<file path="src/rtl/multiplier_if.sv">
// Operand/result bundle for the sequential Booth multiplier.
// op_m is the multiplicand (M), op_q the multiplier operand (Q).
`timescale 1ns/1ps
interface multiplier_if #(
    parameter int WORD_LENGTH = 16
);
    logic [WORD_LENGTH-1:0] op_m;
    logic [WORD_LENGTH-1:0] op_q;
    logic [WORD_LENGTH-1:0] result;

    // Producer of operands / consumer of the product.
    modport master (
        output op_m,
        output op_q,
        input  result
    );

    // The multiplier itself.
    modport slave (
        input  op_m,
        input  op_q,
        output result
    );
endinterface

</file>
<file path="src/rtl/multiplier.sv">
// Free-running sequential signed radix-2 Booth multiplier.
// Loops LOAD -> ITERATE (WORD_LENGTH cycles) -> DONE and publishes the low
// WORD_LENGTH bits of op_m * op_q on a registered output once per period.
`timescale 1ns/1ps
module multiplier #(
    parameter int WORD_LENGTH = 16
) (
    input  logic         clk_i,
    input  logic         rst_ni,
    multiplier_if.slave  bus_if
);
    localparam int CNT_W = $clog2(WORD_LENGTH + 1);
    localparam logic [CNT_W-1:0] LAST_ITER = CNT_W'(WORD_LENGTH - 1);

    typedef enum logic [1:0] {
        S_LOAD    = 2'd0,
        S_ITERATE = 2'd1,
        S_DONE    = 2'd2
    } state_e;

    state_e                 state_q, state_d;
    logic [WORD_LENGTH-1:0] a_q, a_d;
    logic [WORD_LENGTH-1:0] q_q, q_d;
    logic                   q1_q, q1_d;
    logic [WORD_LENGTH-1:0] m_q, m_d;
    logic [CNT_W-1:0]       cnt_q, cnt_d;
    logic [WORD_LENGTH-1:0] result_q, result_d;
    logic [WORD_LENGTH-1:0] sum;

    // State register; reset forces a fresh LOAD.
    always_ff @(posedge clk_i) begin
        if (!rst_ni) begin
            state_q <= S_LOAD;
        end else begin
            state_q <= state_d;
        end
    end

    // Next-state logic: fixed-length loop, leaves ITERATE after the last step.
    always_comb begin
        state_d = state_q;
        case (state_q)
            S_LOAD:    state_d = S_ITERATE;
            S_ITERATE: if (cnt_q == LAST_ITER) state_d = S_DONE;
            S_DONE:    state_d = S_LOAD;
            default:   state_d = S_LOAD;
        endcase
    end

    // Booth recoding of {Q[0], Q_1}: add M, subtract M, or pass A (wraps).
    always_comb begin
        case ({q_q[0], q1_q})
            2'b01:   sum = a_q + m_q;
            2'b10:   sum = a_q - m_q;
            default: sum = a_q;
        endcase
    end

    // Datapath/output next-state: load operands, shift {A,Q,Q_1}, publish Q.
    always_comb begin
        a_d      = a_q;
        q_d      = q_q;
        q1_d     = q1_q;
        m_d      = m_q;
        cnt_d    = cnt_q;
        result_d = result_q;
        case (state_q)
            S_LOAD: begin
                a_d   = '0;
                q_d   = bus_if.op_q;
                q1_d  = 1'b0;
                m_d   = bus_if.op_m;
                cnt_d = '0;
            end
            S_ITERATE: begin
                // Arithmetic shift right using the sign of the post-add A.
                a_d   = {sum[WORD_LENGTH-1], sum[WORD_LENGTH-1:1]};
                q_d   = {sum[0], q_q[WORD_LENGTH-1:1]};
                q1_d  = q_q[0];
                cnt_d = cnt_q + CNT_W'(1);
            end
            S_DONE: begin
                // Q now holds the low half of the full product {A,Q}.
                result_d = q_q;
            end
            default: ;
        endcase
    end

    // Datapath and result registers; reset abandons any computation.
    always_ff @(posedge clk_i) begin
        if (!rst_ni) begin
            a_q      <= '0;
            q_q      <= '0;
            q1_q     <= 1'b0;
            m_q      <= '0;
            cnt_q    <= '0;
            result_q <= '0;
        end else begin
            a_q      <= a_d;
            q_q      <= q_d;
            q1_q     <= q1_d;
            m_q      <= m_d;
            cnt_q    <= cnt_d;
            result_q <= result_d;
        end
    end

    assign bus_if.result = result_q;

endmodule

</file>
<file path="src/flat_wrapper.sv">
// flat-port wrapper written by rule: the top's interface ports become plain ports
module multiplier_flat 
#(
    parameter int WORD_LENGTH = 16
)
  (clk_i, rst_ni, bus_if_op_m, bus_if_op_q, bus_if_result);
  multiplier_if #(.WORD_LENGTH(WORD_LENGTH)) bus_if_i ();
  input  logic clk_i;
  input  logic rst_ni;
  input wire logic [$bits(bus_if_i.op_m)-1:0] bus_if_op_m;
  input wire logic [$bits(bus_if_i.op_q)-1:0] bus_if_op_q;
  output wire logic [$bits(bus_if_i.result)-1:0] bus_if_result;
  assign bus_if_i.op_m = bus_if_op_m;
  assign bus_if_i.op_q = bus_if_op_q;
  assign bus_if_result = bus_if_i.result;
  multiplier #(.WORD_LENGTH(WORD_LENGTH)) u_core (.clk_i(clk_i), .rst_ni(rst_ni), .bus_if(bus_if_i));
endmodule
</file>
<file path="config.mk">
export PLATFORM = sky130hd
export DESIGN_NAME = multiplier_flat
export DESIGN_NICKNAME = d
export VERILOG_FILES = /design/src/rtl/multiplier_if.sv /design/src/rtl/multiplier.sv /design/src/flat_wrapper.sv
export SDC_FILE = /design/constraint.sdc
export NUM_CORES = 1
export LEC_CHECK = 0
export BUFFER_PORTS_ARGS = -buffer_cell sky130_fd_sc_hd__buf_2
export CAP_MARGIN = 20
export CORE_MARGIN = 1
export CORE_UTILIZATION = 52
export CTS_BUF_LIST = sky130_fd_sc_hd__clkbuf_16
export DETAILED_ROUTE_END_ITERATION = 8
export HOLD_SLACK_MARGIN = 0.03
export MAX_ROUTING_LAYER = met4
export PLACE_DENSITY = 0.85
export SLEW_MARGIN = 40
export SYNTH_ARGS = -nofsm -noshare
export SYNTH_HDL_FRONTEND = slang
export SYNTH_SLANG_ARGS = --single-unit
</file>
<file path="constraint.sdc">
create_clock -name clk_i -period 2.8 [get_ports clk_i]
set_input_delay 0 -clock clk_i [delete_from_list [all_inputs] [get_ports clk_i]]
set_output_delay 0 -clock clk_i [all_outputs]
set_load 0.005 [all_outputs]
</file>
==> impl_summary.txt <==
----------------------------------------------------
[Hold path]
  Hold depth ... 3
  Type of the worst min-delay path ... input pin to register

[Layout]
  Area Growth Syn to Fin ... 24.5%
  Number of filler cells placed in the layout ... 513
  Footprint of the multi-input gates ... 2440 um^2
  Number of non-filler instances in the completed layout ... 641
  Share of post-route cells with drive strength above 1 ... 0.199
  Number of nets in the finished design ... 591
  Utilization after layout ... 0.670
  Ant diodes ... 0
  Sequential standard cell area ... 1430 um^2

[Worst setup path]
  Endpoint class of the critical path ... register
  WS Path Type ... register to register
  Delay contributed by the slowest stage of the critical path ... 390 ps
  Data required time at the worst endpoint ... 3010 ps
  Arrival time reported for the critical path endpoint ... 2980 ps
  Count of buffering cells on the critical path with inverters included ... 1
  Worst-path fanout max ... 6
  Launching element type of the critical path ... register
  Flop2flop setup slack ... 30 ps
  Top cell family by delay on the critical path ... compound AO/OA/AOI/OAI gates
  Cell mode on critical path ... sky130_fd_sc_hd__xnor2_1
  Max stage delay cell, worst path ... sky130_fd_sc_hd__dfxtp_2
  Stages on worst setup path ... 13
  Logic depth of the worst register-to-register path ... 13
  Cell Chain, Critical Path ... inv_1, ha_2, nor2b_4, a31oi_1, xnor2_1, ha_1, a211oi_2, nand2_1, o2bb2ai_4, nor2_1, o22ai_2, xnor2_1, o22ai_1

[Place]
  DP Wirelength ... 6330 um
  Placed Cells ... 606
  Count of buffers inserted at the top-level ports ... 49
  Final weighted congestion of routability-driven global placement ... 0.902

[Power and ir drop]
  Peak VDD IR ... 0.000623 V
  Total leakage power ... 1.99 nW
  Pwr dens ... 601 nW/um^2

[Logic synthesis]
  Async set-reset flop share out of synthesis ... 0
  Sequential element share of the synthesized area ... 0.364
  Most instantiated library cell after synthesis ... sky130_fd_sc_hd__nand2_1
  Synth top area cells ... sky130_fd_sc_hd__dfxtp_1 36%, sky130_fd_sc_hd__nand2_1 9.7%, sky130_fd_sc_hd__a21boi_0 6.2%
  Cell area after synthesis ... 3900 um^2
  Proportion of netlist area held by the largest area contributor ... 0.364
  Synthesis Warnings ... 0
  Number of synthesized flops with an enable pin ... 0
  Flip-flop and latch count after synthesis ... 71
  Syn nets ... 526
  Leading cell types by count after synthesis ... 101 x sky130_fd_sc_hd__nand2_1, 71 x sky130_fd_sc_hd__dfxtp_1, 32 x sky130_fd_sc_hd__a21boi_0
  Distinct cell type count of the synthesized netlist ... 47
  Dominant cell type by area after synthesis ... sky130_fd_sc_hd__dfxtp_1
  Syn Inst Count ... 472
  Mean instance size in the synthesized netlist ... 8.27 um^2
  Most used flip-flop cell after synthesis ... sky130_fd_sc_hd__dfxtp_1

[Detailed routing]
  Number of nets with antenna violations after routing ... 0
  Detailed router's first-iteration violation count ... 316
  Routed WL per cell ... 16.7 um
  TritonRoute pass-1 iters ... 5
  Total wire length ... 10700 um
  Number of vias per cell after detailed routing ... 5.74
  DRC viols ... 0
  Vias after detailed routing ... 3678

[Global route]
  Most crowded layer after global routing ... met2
  Global-route wire length before repair ... 16300 um
  Met1 Resource Use GR ... 0.344
  Number of global-route vias before repair ... 3459
  Met3 Use GR ... 0.0569
  Combined global-route utilization of all metal layers ... 0.282
  Antenna violations before repair ... 0
  Maximum number of pins on one net before global-route repair ... 54
  Met2 layer usage reported by global route ... 0.445
  Global route overflow ... 0

[Clock network]
  Post-CTS clock slew at the launch and capture registers of the worst setup and hold paths ... 60 ps
  # clock sinks ... 71
  CTS max path bufs ... 2
  CTS tree ... yes
  Buffer type at the clock tree root ... sky130_fd_sc_hd__clkbuf_16
  CTS buffer count ... 9
  Number of H-tree levels ... 3
  Clock insertion delay at the later pin of the skew report ... 340 ps

[Timing]
  Min Clock Period, post-route ... 2770 ps
  Final Hold Vio Count ... 0
  Worst clock skew ... 7.65 ps
  Max-slew headroom at the worst pin ... 0.491
  Worst-margin pin slew ... 762 ps
  Final TNS setup ... 0 ps
  Final Slew Violations ... 0
  Share of the clock period used by the worst path after layout ... 0.988
  Setup Viol. Count Final ... 0
  Maximum clock rate ... 361 MHz

[Floorplanning]
  IO Pins ... 50
  Y dimension of the die ... 88.6 um
  Starting density of the core ... 0.538
  # rows ... 31
  Area of the core ... 7250 um^2
  Chip width ... 88.6 um
  Area of the die ... 7860 um^2

[Run status]
  Result of the run ... finished clean

[Job]
  Maxcap violations ... 0

----------------------------------------------------
==> power by group <==
group	switching, mW	internal, mW
combinational	0.314	0.264
clock	0.467	0.782
sequential	0.0463	1.05
total	0.827	2.09
==> final timing paths <==
path                                                    from                             end
worst max-delay path              u_core.m_q[0]$_SDFFE_PN0P_     u_core.a_q[14]$_SDFFE_PN0P_
worst min-delay path                                  rst_ni  u_core.state_q[0]$_SDFFE_PN0P_
worst max register to register    u_core.m_q[0]$_SDFFE_PN0P_     u_core.a_q[14]$_SDFFE_PN0P_
worst min register to register  u_core.cnt_q[4]$_SDFFE_PN0P_    u_core.cnt_q[4]$_SDFFE_PN0P_
==> worst register-to-register path, delay by kind of cell, from the launching register on <==
kind            cells  cell delay (ps)
xor+xnor            2              310
fa+ha+maj           2              550
compound gates      5              960
simple gates        3              360
flops               1              390
buf+inv             1               80
==> through the flow <==
| step | hold slack [ps] | cell area (um^2) | setup slack, ps | power (mW) |
|---|---|---|---|---|
| after floorplan | 145 | 3900 | 71.8 | 1.47 |
| after global placement | 251 | 4250 | 142 | 1.57 |
| after detailed placement | 257 | 4250 | 18.7 | 1.59 |
| after CTS | 45.2 | 4740 | 23.1 | 2.84 |
| after global routing | 78.8 | 4860 | -108 | 3.01 |
| final | 45.7 | 4860 | 32.4 | 2.92 |
==> registers in the layout, summed over array words and instances, names as in the netlist <==
register	flops
u_core.state_q	2
u_core.a_q	15
u_core.cnt_q	5
u_core.bus_if.result	16
u_core.q_q	16
u_core.q1_q	1
u_core.m_q	16
==> cell type report <==
| cell class | count | area share |
|---|---|---|
| clock buffers | 9 | 0.0464 |
| well taps | 99 | 0.0255 |
| inverters | 13 | 0.0100 |
| repair buffers | 77 | 0.102 |
| multi-input cells | 365 | 0.503 |
| flip-flops and latches | 71 | 0.294 |
| clock inverters | 7 | 0.0198 |
==> cells in the final DEF, fill, tap and decap left out, types with 4 or more instances in the layout <==
cell type                       instances
sky130_fd_sc_hd__a21boi_0              32
sky130_fd_sc_hd__a21o_1                 5
sky130_fd_sc_hd__a21oi_1               21
sky130_fd_sc_hd__a21oi_2                4
sky130_fd_sc_hd__a22o_1                 4
sky130_fd_sc_hd__a22oi_1                5
sky130_fd_sc_hd__and2_1                20
sky130_fd_sc_hd__buf_2                 49
sky130_fd_sc_hd__buf_4                 12
sky130_fd_sc_hd__clkbuf_16              9
sky130_fd_sc_hd__dfxtp_1               67
sky130_fd_sc_hd__dfxtp_2                4
sky130_fd_sc_hd__dlygate4sd3_1         16
sky130_fd_sc_hd__ha_1                  15
sky130_fd_sc_hd__ha_2                   4
sky130_fd_sc_hd__inv_1                 13
sky130_fd_sc_hd__mux2i_1               19
sky130_fd_sc_hd__nand2_1               99
sky130_fd_sc_hd__nand2b_1               5
sky130_fd_sc_hd__nor2_1                19
sky130_fd_sc_hd__nor2b_1                4
sky130_fd_sc_hd__o21ai_0               30
sky130_fd_sc_hd__o21ai_1                8
sky130_fd_sc_hd__xnor2_1               20
sky130_fd_sc_hd__xor2_1                 8
==> what timing repair did <==
action | CTS | global route
setup buffers | 0 | 3
gates cloned | 0 | 0
gates resized for setup | 1 | 25
hold endpoints to repair | 16 | 0
pin swaps | 0 | 10
hold buffers | 16 | 0
setup endpoints to repair | 1 | 9
==> per-layer routing <==
layer,vias to the layer above,part of all wire
li1,1740,-
met1,1733,0.41
met2,160,0.49
met3,45,0.060
met4,0,0.041
met5,-,0
==> logic make-up (layout without fill, tap and decap cells) <==
kind of cell    Yosys count  after routing  share of synthesized area
fa+ha+maj                20             20                     0.0660
xor+xnor                 29             29                     0.0670
flops                    71             71                      0.364
buf+inv                  36            106                     0.0353
simple gates            168            168                      0.203
mux                      19             19                     0.0487
compound gates          129            129                      0.216
(Power assumes the default switching activity.)
